`src/rtl/alu_pkg.sv`:
```
`default_nettype none
// ============================================================================
// Module   : alu_pkg
// Brief    : Shared ALU types and constants for the DIV/MOD resource.
// Revision : 1.0
// ============================================================================
package alu_pkg;

    localparam int DIV_WIDTH = 4;

    typedef enum logic [1:0] {
        ST_IDLE = 2'd0,
        ST_RUN  = 2'd1,
        ST_DONE = 2'd2
    } div_state_t;

    // Iteration counter wide enough to hold the operand width itself.
    function automatic int cnt_width(input int w);
        return $clog2(w + 1);
    endfunction

    localparam int DIV_CNT_W = cnt_width(DIV_WIDTH);

endpackage
`default_nettype wire

```
`src/rtl/trial_sub_nb.sv`:
```
`default_nettype none
// ============================================================================
// Module   : trial_sub_nb
// Brief    : N-bit ripple subtractor (a - b) built from full-adder cells.
// Revision : 1.0
// ============================================================================
module full_adder (
    input  logic i_a,
    input  logic i_b,
    input  logic i_c,
    output logic o_s,
    output logic o_c
);
    assign o_s = i_a ^ i_b ^ i_c;
    assign o_c = (i_a & i_b) | (i_c & (i_a ^ i_b));
endmodule

module trial_sub_nb #(
    parameter int N = 5
) (
    input  logic [N-1:0] i_a,
    input  logic [N-1:0] i_b,
    output logic [N-1:0] o_diff,
    output logic         o_borrow
);
    logic [N:0] w_carry;

    // a + ~b + 1; a missing final carry means b > a.
    assign w_carry[0] = 1'b1;

    for (genvar gi = 0; gi < N; gi++) begin : g_bit
        full_adder u_fa (
            .i_a (i_a[gi]),
            .i_b (~i_b[gi]),
            .i_c (w_carry[gi]),
            .o_s (o_diff[gi]),
            .o_c (w_carry[gi+1])
        );
    end

    assign o_borrow = ~w_carry[N];
endmodule
`default_nettype wire

```
`src/rtl/divider_4b_seq.sv`:
```
`default_nettype none
// ============================================================================
// Module   : divider_4b_seq
// Brief    : Sequential unsigned restoring divider, one trial subtract per cycle.
// Revision : 1.0
// ============================================================================
module divider_4b_seq
    import alu_pkg::*;
#(
    parameter int WIDTH = DIV_WIDTH
) (
    input  logic             clk,
    input  logic             rst_n,
    input  logic             start,
    input  logic [WIDTH-1:0] dividend,
    input  logic [WIDTH-1:0] divisor,
    output logic             busy,
    output logic             done,
    output logic [WIDTH-1:0] quotient,
    output logic [WIDTH-1:0] remainder,
    output logic             div_by_zero
);
    localparam int CNT_W = cnt_width(WIDTH);

    div_state_t       r_state;
    div_state_t       w_state_nxt;
    logic [WIDTH-1:0] r_p;
    logic [WIDTH-1:0] r_q;
    logic [WIDTH-1:0] r_dvsr;
    logic [CNT_W-1:0] r_cnt;
    logic [WIDTH-1:0] r_quot;
    logic [WIDTH-1:0] r_rem;
    logic             r_dbz;

    logic [WIDTH:0]   w_p_shift;
    logic [WIDTH:0]   w_diff;
    logic [WIDTH:0]   w_p_nxt;
    logic [WIDTH-1:0] w_q_nxt;
    logic             w_borrow;
    logic             w_last;
    logic             w_unused_pmsb;

    assign w_p_shift = {r_p, r_q[WIDTH-1]};

    trial_sub_nb #(
        .N (WIDTH + 1)
    ) u_trial_sub (
        .i_a      (w_p_shift),
        .i_b      ({1'b0, r_dvsr}),
        .o_diff   (w_diff),
        .o_borrow (w_borrow)
    );

    // The restored remainder is always below the divisor, so its MSB is zero.
    assign w_p_nxt       = w_borrow ? w_p_shift : w_diff;
    assign w_unused_pmsb = w_p_nxt[WIDTH];
    assign w_q_nxt       = {r_q[WIDTH-2:0], ~w_borrow};
    assign w_last        = (r_cnt == CNT_W'(WIDTH - 1));

    always_comb begin
        w_state_nxt = r_state;
        case (r_state)
            ST_IDLE: if (start) w_state_nxt = (divisor == '0) ? ST_DONE : ST_RUN;
            ST_RUN:  if (w_last) w_state_nxt = ST_DONE;
            ST_DONE: w_state_nxt = ST_IDLE;
            default: w_state_nxt = ST_IDLE;
        endcase
    end

    always_ff @(posedge clk) begin
        if (!rst_n) begin
            r_state <= ST_IDLE;
            r_p     <= '0;
            r_q     <= '0;
            r_dvsr  <= '0;
            r_cnt   <= '0;
            r_quot  <= '0;
            r_rem   <= '0;
            r_dbz   <= 1'b0;
        end else begin
            r_state <= w_state_nxt;
            case (r_state)
                ST_IDLE: begin
                    if (start) begin
                        if (divisor == '0) begin
                            r_quot <= '1;
                            r_rem  <= dividend;
                            r_dbz  <= 1'b1;
                        end else begin
                            r_q    <= dividend;
                            r_p    <= '0;
                            r_dvsr <= divisor;
                            r_cnt  <= '0;
                            r_dbz  <= 1'b0;
                        end
                    end
                end
                ST_RUN: begin
                    r_p   <= w_p_nxt[WIDTH-1:0];
                    r_q   <= w_q_nxt;
                    r_cnt <= r_cnt + 1'b1;
                    if (w_last) begin
                        r_quot <= w_q_nxt;
                        r_rem  <= w_p_nxt[WIDTH-1:0];
                    end
                end
                default: ;
            endcase
        end
    end

    assign busy        = (r_state == ST_RUN);
    assign done        = (r_state == ST_DONE);
    assign quotient    = r_quot;
    assign remainder   = r_rem;
    assign div_by_zero = r_dbz;

endmodule
`default_nettype wire

```
`config.mk`:
```
export PLATFORM = sky130hd
export DESIGN_NAME = divider_4b_seq
export DESIGN_NICKNAME = d
export VERILOG_FILES = /design/src/rtl/alu_pkg.sv /design/src/rtl/trial_sub_nb.sv /design/src/rtl/divider_4b_seq.sv
export SDC_FILE = /design/constraint.sdc
export NUM_CORES = 1
export LEC_CHECK = 0
export BUFFER_PORTS_ARGS = -buffer_cell sky130_fd_sc_hd__buf_2
export CAP_MARGIN = 20
export CORE_MARGIN = 2
export CORE_UTILIZATION = 54
export CTS_CLUSTER_SIZE = 28
export DETAILED_ROUTE_END_ITERATION = 10
export PLACE_DENSITY = 0.77
export SLEW_MARGIN = 40
export SYNTH_ARGS = -nofsm -noshare
export SYNTH_HDL_FRONTEND = slang
export SYNTH_SLANG_ARGS = --single-unit
```
`constraint.sdc`:
```
create_clock -name clk -period 3.04 [get_ports clk]
set_input_delay 0.304 -clock clk [delete_from_list [all_inputs] [get_ports clk]]
set_output_delay 0.304 -clock clk [all_outputs]
set_load 0.02 [all_outputs]
```
# --- Word level (Yosys, flattened, before mapping) ---
# Cells that the tools add are included.
classes:
  n_addsub: 1
  n_mul: 0
  n_div: 0
  n_lt_le_gt_ge: 0
  eq_ne: 7
  shifts: 0
  muxes: 23
  n_bitwise: 27
  n_reduce_logical: 8
ops:
  columns: ["operator", "count"]
  rows:
  - ["$mux 4", 11]
  - ["$pmux 4 s2", 4]
  - ["$and 1x1->1", 8]
  - ["$not 1->1", 7]
  - ["$xor 1x1->1", 7]
  - ["$mux 2", 3]
  - ["$mux 3", 2]
  - ["$ne 2x2->1 const B", 3]
  - ["$pmux 3 s2", 1]
  - ["$reduce_and 3->1", 2]
  - ["$or 1x1->1", 5]
  - ["$logic_not 4->1", 1]
  - ["$pmux 2 s2", 1]
  - ["$reduce_and 2->1", 2]
  - ["$reduce_and 4->1", 1]
  - ["$add 3x1->3 const B", 1]
  - ["$eq 3x2->1 const B", 1]
  - ["$eq 2x1->1 const B", 1]
  - ["$eq 2x2->1 const B", 1]
  - ["$logic_not 2->1", 1]
  - ["$ne 2x1->1 const B", 1]
  - ["$reduce_bool 2->1", 1]
  - ["$mux 1", 1]
totals:
  regBits: 26
  latch_bits: 0
  ramBits: 0
  rom_bits: 0
  inputBits: 11
  out_inout_bits: 11
  wordCells: 74
  n_memories: 0

# --- Logic depth before layout (Yosys ltp) ---
# Gate-level depths: netlist of run 1.
logic_depth:
  word_depth: 14
  ltp_mapped: 12
  depth_no_buf: 11

# --- Hierarchy ---
# A second synthesis of run 1 with hierarchy kept.
hier_totals:
  hier_cells: 150
  area_unflattened_um2: 1325.0
by_module_without_submodules:
  columns: ["mod", "n_inst", "cells_per_inst", "area_per_inst_um2", "seq_area_each_um2"]
  rows:
  - ["divider_4b_seq", 1, 138, 1198.6, 520.5]
  - ["full_adder", 5, 1, 20.0, 0.0]
  - ["trial_sub_nb", 1, 7, 26.3, 0.0]

# --- Worst setup path before layout of run 1 ---
# No wires, ideal clock.
synth_path:
  kind: "register -> register"
  from: "register r_q[3]"
  to: "register r_rem[1], in the netlist remainder[1]"
  setup_ns: 0.123
  t_arrival_ns: 2.144
  required_time_ns: 2.917
  path_slack_ns: 0.773
  stages_incl_launch_ff: 13
  path_buffers: 1
  synth_period_minus_slack_ns: 2.267
  cell_sequence: "dfxtp_1 -> inv_1 -> ha_1 -> inv_1 -> fa_1 -> fa_1 -> inv_1 -> fa_1 -> nand2b_1 -> buf_2 -> mux2_1 -> nor2_1 -> o32ai_2"
synth_between:
  elab_chain_cells: 13
  word_cells_on_any_way: 15
  cone_classes: "mux: 3; bitwise: 12"
synth_rtl:
  columns: ["item", "line_no", "source"]
  rows:
  - ["from (decl)", "divider_4b_seq.sv:28", "logic [WIDTH-1:0] r_q;"]
  - ["from (signal assigned)", "divider_4b_seq.sv:90", "r_q <= dividend;"]
  - ["from (signal assigned)", "divider_4b_seq.sv:100", "r_q <= w_q_nxt;"]
  - ["$and 1x1->1 / $xor 1x1->1 (equally long branches)", "trial_sub_nb.sv:15", "assign o_c = (i_a & i_b) | (i_c & (i_a ^ i_b));"]
  - ["$or 1x1->1 (*)", "trial_sub_nb.sv:15", null]
  - ["$and 1x1->1", "trial_sub_nb.sv:15", null]
  - ["$or 1x1->1", "trial_sub_nb.sv:15", null]
  - ["$and 1x1->1", "trial_sub_nb.sv:15", null]
  - ["$or 1x1->1", "trial_sub_nb.sv:15", null]
  - ["$and 1x1->1", "trial_sub_nb.sv:15", null]
  - ["$or 1x1->1", "trial_sub_nb.sv:15", null]
  - ["$and 1x1->1", "trial_sub_nb.sv:15", null]
  - ["$or 1x1->1", "trial_sub_nb.sv:15", null]
  - ["$mux 4 (*)", "divider_4b_seq.sv:55", "assign w_p_nxt = w_borrow ? w_p_shift : w_diff;"]
  - ["$mux 4 (*)", "divider_4b_seq.sv:102", "if (w_last) begin"]
  - ["$pmux 4 s2 (*)", "divider_4b_seq.sv:82", "case (r_state)"]
  - ["to (signal assigned)", "divider_4b_seq.sv:87", "r_rem <= dividend;"]
  - ["to (signal assigned)", "divider_4b_seq.sv:104", "r_rem <= w_p_nxt[WIDTH-1:0];"]
  - ["to (decl)", "divider_4b_seq.sv:32", "logic [WIDTH-1:0] r_rem;"]
# Every way passes the cells marked *; elsewhere a longest branch is shown, timed or not. The select of a mux whose other input is x is not followed.
# A chain may end at the register's enable or synchronous reset.

# --- Worst setup path after layout of run 1 ---
# Ends and elaborated chain as after synthesis.

==> results.json, run 1 <==
{
  "yosysMostFrequentCell": "dfxtp_1",
  "dieArea_um2": 2750,
  "syn_to_final_growth_pct": 10.2,
  "cap_viol_max_count": 0,
  "grt_pass1_wl_um": 4260,
  "min_to": "remainder[0]$_SDFFE_PN0P_",
  "row_count": 17,
  "worst_slack_ns": 0.616,
  "diodes": 0,
  "ys_seq_area_share_pct": 41.0,
  "min_period_over_period_pct": 79.7,
  "clk_pin_slew_worst_paths_ns": 0.14,
  "synth.area.top_cells": "dfxtp_1 41%, a21boi_1 5.9%, fa_1 4.7%",
  "start_kind": "flop",
  "cts_resized": 0,
  "portBuffers": 21,
  "die-height_um": 52.5,
  "clkPwrFrac_pct": 26.4,
  "synth_commonest_cells": "26 x dfxtp_1, 14 x nand2_1, 10 x a21boi_1",
  "p_per_area_nw_per_um2": 478,
  "first_global_vias": 979,
  "ant_nets": 0,
  "endpoint_kind": "flop",
  "hold_class": "in2reg",
  "routed_via_density": 5.55,
  "die_x_um": 52.5,
  "synth-edff-count": 0,
  "pre_cts_ws_ns": 0.630,
  "ios": 22,
  "synth_top_area_cell": "dfxtp_1",
  "syn_nets": 154,
  "max_slew.worst_pin.slew_ns": 0.599,
  "cts.sinks": 26,
  "critPathMaxFanout": 8,
  "rr_endpoint": "remainder[1]$_SDFFE_PN0P_",
  "clockBufferDepth": 2,
  "grt_start_max_net_pins": 27,
  "netlist_instances": 137,
  "drt_iter0_markers": 17,
  "status": "completed",
  "p_int_w": 0.000479,
  "antenna_found_initial": 0,
  "postCtsSetupBuffers": 0,
  "crit_type": "reg2reg",
  "vias": 1011,
  "ir_drop_v": 0.000352,
  "drv_slew": 0,
  "sequentialPowerShare_pct": 55.9,
  "cp.arrival_ns": 2.64,
  "wl_per_cell_um": 13.2,
  "cts_tree": "done",
  "switching_share_pct": 28.3,
  "r2r_slack_ns": 0.62,
  "relSlewSlack_pct": 60.0,
  "clock_skew_ns": 0.00619,
  "first_pass_iters": 5,
  "htree_levels": 1,
  "r2r-start": "r_q[3]$_SDFFE_PN0P_",
  "ys_ff_latch": 26,
  "period_needed_ns": 2.42,
  "cts-buffers-inserted": 3,
  "p_comb_share_pct": 17.7,
  "synth_ff_type": "dfxtp_1",
  "drc": 0,
  "rsz0062_at_grt": "no",
  "synthesis.area_um2": 1270,
  "synth_top_area_share_pct": 41.0,
  "synthesis.area_per_instance_um2": 9.26,
  "worstPathRequired_ns": 3.26,
  "drt_wl_total_um": 2410,
  "insertion_delay_ns": 0.33,
  "place.gp.congestion": 0.855,
  "max_freq_mhz": 413,
  "hold_violations": 0,
  "core-area_um2": 2210,
  "final_nets": 172,
  "whs_path_depth": 3,
  "post-dp-hpwl_um": 1730,
  "overflow": 0,
  "power_switching_w": 0.000189,
  "r2r_cells": 11,
  "synth.distinct_cells": 32,
  "p_leak_nw": 0.646,
  "grt_use_total_pct": 20.9,
  "holdBufCountCts": 0,
  "hp-start": "dividend[0]",
  "yosys_warnings": 0,
  "finalSetupViolCount": 0,
  "cts_root_buffer": "clkbuf_4",
  "start_util_pct": 57.4,
  "drive_above_1_share_pct": 20.8,
  "finalSetupTns_ns": 0,
  "async_flop_share_pct": 0
}
-- kinds of logic after synthesis --
logic type	synth area share [%]
mux	4.93
flops	41.0
compound gates	22.3
simple gates	17.1
buf+inv	7.00
fa+ha+maj	7.69
-- critical path, cell delays in order, from the launching register on --
cell and delay (ns):
dfxtp_1 0.35, inv_1 0.05, ha_1 0.12, inv_1 0.04
fa_1 0.37, fa_1 0.36, inv_1 0.08, fa_1 0.16
nand2b_1 0.18, mux2_1 0.38, nor2_1 0.13, o32ai_2 0.09
-- placed cells by master (no fill, tap or decap), types with 4 or more instances in the layout --
cell type   n
mux2i_1     4
nand3_1     7
a21boi_1   10
nor2_1      8
nand2b_1    4
dfxtp_1    26
o21ai_1     5
a21oi_1     4
nand2_1    14
buf_2      21
o211a_1     4
inv_1       8
o21ai_0     6
-- area by class of cell --
class / instances / area, um2
clock buffer: 4 / 36.3
inverter: 9 / 33.8
fill: 212 / 815
timing repair buffer: 22 / 113
sequential: 26 / 520
multi-input combinational: 93 / 659
tap: 28 / 35.0
-- registers in the layout (all words and copies together) (netlist names) --
name / cells
r_state: 2
div_by_zero: 1
remainder: 4
r_dvsr: 4
quotient: 4
r_q: 4
r_p: 4
r_cnt: 3
-- per-layer routing --
layer | share of wire (%) | global-route usage, %
met1 | 47 | 25.8
met2 | 48 | 35.4
met3 | 4.2 | 4.86
met4 | 1.5 | 7.69
met5 | 0 | 0
-- through the flow --
stage	hold slack [ns]	instance area, um2	power [W]	cells	util (%)
floorplan	0.429	1270	0.000469	137	-
detailed placement	0.465	1360	0.000499	178	61.5
global placement	0.455	1360	0.000495	178	61.5
CTS	0.235	1400	0.000671	182	63.2
global route	0.235	1400	0.000703	182	63.2
finish	0.238	1400	0.000668	182	63.2
-- how the worst max path moves through the flow --
stage / start / endpoint
after detailed placement: r_q[3]$_SDFFE_PN0P_ / remainder[2]$_SDFFE_PN0P_
after CTS: r_q[3]$_SDFFE_PN0P_ / remainder[2]$_SDFFE_PN0P_
after global routing: r_q[3]$_SDFFE_PN0P_ / remainder[2]$_SDFFE_PN0P_
after global placement: r_q[3]$_SDFFE_PN0P_ / remainder[2]$_SDFFE_PN0P_
final: r_q[3]$_SDFFE_PN0P_ / remainder[1]$_SDFFE_PN0P_
after floorplan: r_q[3]$_SDFFE_PN0P_ / remainder[1]$_SDFFE_PN0P_
-- power groups by stage --
stage / registers (W) / clock network (W) / logic [W]
after floorplan: 0.000378 / 0 / 0.0000911
after global placement: 0.000381 / 0 / 0.000114
after detailed placement: 0.000382 / 0 / 0.000117
after CTS: 0.000374 / 0.000179 / 0.000118
after global routing: 0.000377 / 0.000193 / 0.000133
final: 0.000374 / 0.000176 / 0.000118
Note: power is estimated with default switching activity, not from simulation.
==> run 2: changes to the inputs <==
- clock period: 3.04 -> 2.4 ns (I/O delays scaled with it)
==> run 2 against run 1 <==
Compared with the run above: first-iteration DRC count is 5.9% lower; worst hold slack got worse by 0.064 ns; combinational power increased by 58%; count of clock-buffer cells in the layout fell by 1; register-to-register slack worse by 0.45 ns; clock skew fell by 0.0023 ns; global-route usage is 0.28 points lower; utilization rose by 3.2 points; clock power is 68% higher; largest cell class unchanged.
==> results.json, run 2 (same netlist as run 1, synthesis figures left out) <==
{
  "r2r-start": "r_q[3]$_SDFFE_PN0P_",
  "drive_above_1_share_pct": 29.1,
  "first_global_vias": 1000,
  "fillers": 199,
  "drt_wl_total_um": 2540,
  "syn_to_final_growth_pct": 15.8,
  "relSlewSlack_pct": 59.3,
  "final_nets": 176,
  "max_stage_delay_ns": 0.35,
  "wl_per_cell_um": 13.7,
  "layout_common_cells": "25 x dfxtp_1, 21 x buf_2, 14 x nand2_1, 10 x a21boi_1",
  "post-dp-hpwl_um": 1770,
  "start_util_pct": 57.4,
  "period_needed_ns": 2.23,
  "p_per_area_nw_per_um2": 652,
  "row_count": 17,
  "routed_via_density": 5.61,
  "finalSetupTns_ns": 0,
  "clk_pin_slew_worst_paths_ns": 0.14,
  "max_freq_mhz": 448,
  "drt_iter0_markers": 16,
  "ios": 22,
  "worst-path-buf-inv": 3,
  "drc": 0,
  "path_common_cell": "fa_2",
  "die-height_um": 52.5,
  "cap_viol_max_count": 0,
  "hold_class": "in2reg",
  "p_leak_nw": 0.670,
  "holdBufCountCts": 0,
  "hp-start": "dividend[0]",
  "worstPathRequired_ns": 2.60,
  "r2r_slack_ns": 0.17,
  "instances_no_fill": 186,
  "start_kind": "flop",
  "portBuffers": 21,
  "htree_levels": 1,
  "dieArea_um2": 2750,
  "grt_start_max_net_pins": 27,
  "endpoint_kind": "flop",
  "die_x_um": 52.5,
  "finalSetupViolCount": 0,
  "rsz0062_at_grt": "no",
  "hold_violations": 0,
  "insertion_delay_ns": 0.31,
  "place_inst": 179,
  "finish.utilization_pct": 66.4,
  "grt_use_total_pct": 20.7,
  "vias": 1044,
  "grt_pass1_wl_um": 4180,
  "clockBufferDepth": 2,
  "cts_tree": "done",
  "overflow": 0,
  "critPathTopFamily": "adder cells",
  "crit_type": "reg2reg",
  "cp_slowest_cell": "dfxtp_2",
  "place.gp.congestion": 0.812,
  "crit_path_start": "r_q[3]$_SDFFE_PN0P_",
  "status": "completed",
  "clock_skew_ns": 0.00387,
  "antenna_found_initial": 0,
  "holdWs_ns": 0.174,
  "max_slew.worst_pin.slew_ns": 0.610,
  "cts-buffers-inserted": 3,
  "ant_nets": 0,
  "cp_cell_sequence": "inv_1 > ha_1 > inv_1 > fa_2 > fa_2 > inv_2 > fa_2 > nand2b_4 > mux2_2 > nor2_2 > o32ai_2",
  "layout_commonest_cell": "dfxtp_1",
  "critPathMaxFanout": 4,
  "drv_slew": 0,
  "cts.sinks": 26,
  "diodes": 0,
  "first_pass_iters": 5,
  "ir_drop_v": 0.000387,
  "cp.arrival_ns": 2.43,
  "core-area_um2": 2210,
  "min_period_over_period_pct": 93.0,
  "cts_root_buffer": "clkbuf_4"
}
[run 2: cell count changes in the layout (fill, tap and decap cells not counted), sizes merged]
cell,delta
buf,+4
bufinv,+1
clkbuf,-1
[run 2: worst paths after layout]
path | end | depth (start not counted)
worst max register to register | remainder[2]$_SDFFE_PN0P_ | 11
worst max-delay path | remainder[2]$_SDFFE_PN0P_ | 11
worst min-delay path | remainder[0]$_SDFFE_PN0P_ | 3
worst min register to register | r_cnt[1]$_SDFFE_PN0P_ | 2
[run 2: cell type report]
| type | count | area (um2) | share of cell area (%) |
|---|---|---|---|
| sequential | 26 | 522 | 35.5 |
| clock buffer | 3 | 22.5 | 1.53 |
| timing repair buffer | 26 | 146 | 9.97 |
| inverter | 9 | 33.8 | 2.30 |
| tap | 28 | 35.0 | 2.39 |
| multi-input combinational | 93 | 679 | 46.3 |
| clock inverter | 1 | 30.0 | 2.04 |
[run 2: through the flow]
stage / setup slack, ns / total power [W] / instance area (um2)
after floorplan: 0.133 / 0.000594 / 1270
after global placement: 0.140 / 0.000633 / 1370
after detailed placement: 0.0118 / 0.000639 / 1370
after CTS: 0.0223 / 0.000937 / 1430
after global routing: 0.0518 / 0.00101 / 1470
final: 0.169 / 0.000958 / 1470
[run 2: power by group]
group | leakage [nW] | total (W) | switching, W | internal [W]
clock network | 0.0279 | 0.000296 | 0.000127 | 0.000169
logic | 0.430 | 0.000187 | 0.000101 | 0.0000861
registers | 0.212 | 0.000475 | 0.0000205 | 0.000455
[run 2: layer usage]
layer / GRT usage [%] / wire length (um)
met5: 0 / 0
met4: 7.26 / 19
met3: 3.71 / 76
met2: 37.1 / 1300
met1: 24.4 / 1150
[run 2: worst register-to-register path, cell delays in order (launching register included)]
cell and delay, ns:
dfxtp_2 0.35, inv_1 0.05, ha_1 0.12, inv_1 0.05, fa_2 0.33, fa_2 0.34, inv_2 0.07, fa_2 0.22
nand2b_4 0.08, mux2_2 0.29, nor2_2 0.13, o32ai_2 0.09
[run 2: what timing repair did]
action	4_1_cts	5_1_grt
gates resized for setup	1	10
pin swaps	0	4
setup endpoints to repair	1	8
setup buffers	1	2
==> run 3: changes to the inputs <==
- ABC_AREA: unset -> 1
- SLEW_MARGIN: 40 -> 20
==> run 3 against run 2 <==
Compared with the run above: non-clock buffer count is 5 lower; global-route usage is 1.8 points higher; first-iteration DRC count is 25% higher.
==> results.json, run 3 <==
{
  "drive_above_1_share_pct": 19.9,
  "dieArea_um2": 2830,
  "start_kind": "flop",
  "relSlewSlack_pct": 62.8,
  "worst_slack_ns": 0.102,
  "worstPathRequired_ns": 2.66,
  "seq_area_um2": 522,
  "netlist_instances": 187,
  "drc": 0,
  "cts.sinks": 26,
  "crit_type": "reg2reg",
  "drv_slew": 0,
  "yosysMostFrequentCell": "nand2_1",
  "endpoint_kind": "flop",
  "synth_ff_type": "dfxtp_1",
  "grt_use_total_pct": 22.5,
  "synth_commonest_cells": "34 x nand2_1, 28 x nand3_1, 28 x nor2_1",
  "die-height_um": 53.2,
  "layout_commonest_cell": "nand2_1",
  "period_needed_ns": 2.30,
  "core-area_um2": 2250,
  "routed_via_density": 5.11,
  "synthesis.area_per_instance_um2": 6.99,
  "drt_iter0_markers": 20,
  "drt_wl_total_um": 2850,
  "ys_ff_latch": 26,
  "place_inst": 230,
  "diodes": 0,
  "cts-buffers-inserted": 3,
  "synth_top_area_cell": "dfxtp_1",
  "async_flop_share_pct": 0,
  "hold_class": "in2reg",
  "grt_pass1_wl_um": 4660,
  "pre_cts_ws_ns": 0.0240,
  "cap_viol_max_count": 0,
  "multi_input_area_um2": 706,
  "cts_tree": "done",
  "ios": 22,
  "synth.area.top_cells": "dfxtp_1 40%, nand3_1 11%, nand2_1 9.8%",
  "syn_nets": 204,
  "max_freq_mhz": 435,
  "fillers": 226,
  "p_leak_nw": 0.707,
  "max_slew.worst_pin.slew_ns": 0.557,
  "first_pass_iters": 4,
  "synthesis.area_um2": 1310,
  "place.gp.congestion": 0.858,
  "htree_levels": 1,
  "instances_no_fill": 234,
  "ant_nets": 0,
  "ir_drop_v": 0.000414,
  "row_count": 17,
  "antenna_found_initial": 0,
  "critPathMaxFanout": 2,
  "cts_root_buffer": "clkbuf_4",
  "cp.arrival_ns": 2.56,
  "yosys_warnings": 0,
  "finalSetupViolCount": 0,
  "clk_pin_slew_worst_paths_ns": 0.16,
  "syn_to_final_growth_pct": 14.9,
  "grt_start_max_net_pins": 27,
  "first_global_vias": 1114,
  "start_util_pct": 58.0,
  "hold_violations": 0,
  "finalSetupTns_ns": 0,
  "synth.distinct_cells": 22,
  "synth-edff-count": 0,
  "postCtsSetupBuffers": 0,
  "wl_per_cell_um": 12.2,
  "insertion_delay_ns": 0.33,
  "status": "completed",
  "p_per_area_nw_per_um2": 709,
  "final_nets": 224,
  "overflow": 0,
  "die_x_um": 53.2,
  "portBuffers": 21,
  "layout_common_cells": "34 x nand2_1, 27 x nor2_1, 25 x nand3_1, 25 x dfxtp_1, 21 x buf_2",
  "clock_skew_ns": 0.0133,
  "ys_seq_area_share_pct": 39.8,
  "clockBufferDepth": 2,
  "rsz0062_at_grt": "no",
  "holdBufCountCts": 0,
  "vias": 1196,
  "min_period_over_period_pct": 95.7,
  "post-dp-hpwl_um": 2040,
  "synth_top_area_share_pct": 39.8
}
-- run 3: layer usage --
metal	track usage [%]	vias to the layer above	part of all wire, %
met3	2.82	2	4.0
met1	26.3	539	47
met5	0	-	0
met4	6.84	0	0.49
li1	-	632	-
met2	41.8	23	49
-- run 3: worst paths after layout --
check / start / to / slack [ns] / depth (start not counted)
setup reg to reg: r_q[3]$_SDFFE_PN0P_ / r_p[3]$_SDFFE_PN0P_ / 0.10 / 11
hold reg to reg: r_cnt[0]$_SDFFE_PN0P_ / r_cnt[0]$_SDFFE_PN0P_ / 0.48 / 1
hold / removal: divisor[1] / r_dvsr[1]$_SDFFE_PN0P_ / 0.16 / 3
setup / recovery: r_q[3]$_SDFFE_PN0P_ / r_p[3]$_SDFFE_PN0P_ / 0.10 / 11
-- run 3: metrics by stage --
step / instance area (um2) / hold slack [ns] / util [%] / total power, W
after floorplan: 1310 / 0.360 / - / 0.000690
after detailed placement: 1420 / 0.457 / 62.9 / 0.000753
after global placement: 1420 / 0.453 / 62.9 / 0.000747
after global routing: 1500 / 0.161 / 66.6 / 0.00112
after CTS: 1470 / 0.159 / 65.4 / 0.00106
final: 1500 / 0.164 / 66.6 / 0.00106
-- run 3: area by class of cell --
class,instances,area share [%]
multi-input combinational,133,47.0
clock inverter,1,2.00
sequential,26,34.7
inverter,22,5.50
clock buffer,3,1.50
tap,28,2.33
timing repair buffer,21,6.99
-- run 3: kinds of logic after synthesis --
| kind of cell | synth area share [%] |
|---|---|
| AOI/OAI and AO/OA | 10.5 |
| adders and majority gates | 7.46 |
| buffers and inverters | 8.52 |
| DFF | 39.8 |
| and+or+nand+nor | 33.7 |
-- run 3: worst max-delay path, stage by stage, from the launching register on --
cell and delay, ns:
dfxtp_2 0.35, inv_1 0.06, ha_1 0.13, inv_1 0.05, fa_2 0.33, fa_1 0.36
inv_1 0.08, fa_2 0.42, inv_1 0.07, nand3_2 0.09, and2_4 0.17, a21oi_1 0.12
-- run 3: power breakdown --
part / switching, W / total, W / internal, W
Combinational: 0.000174 / 0.000264 / 0.0000899
Sequential: 0.0000255 / 0.000495 / 0.000470
Clock: 0.000136 / 0.000305 / 0.000169
Total: 0.000336 / 0.00106 / 0.000729
-- run 3: what timing repair did --
item                                    4_1_cts  5_1_grt
pin swaps                                     0        2
endpoints found under the setup margin        1        5
hold endpoints to repair                      0        0
resized for setup                             1        9
cloned                                        0        0
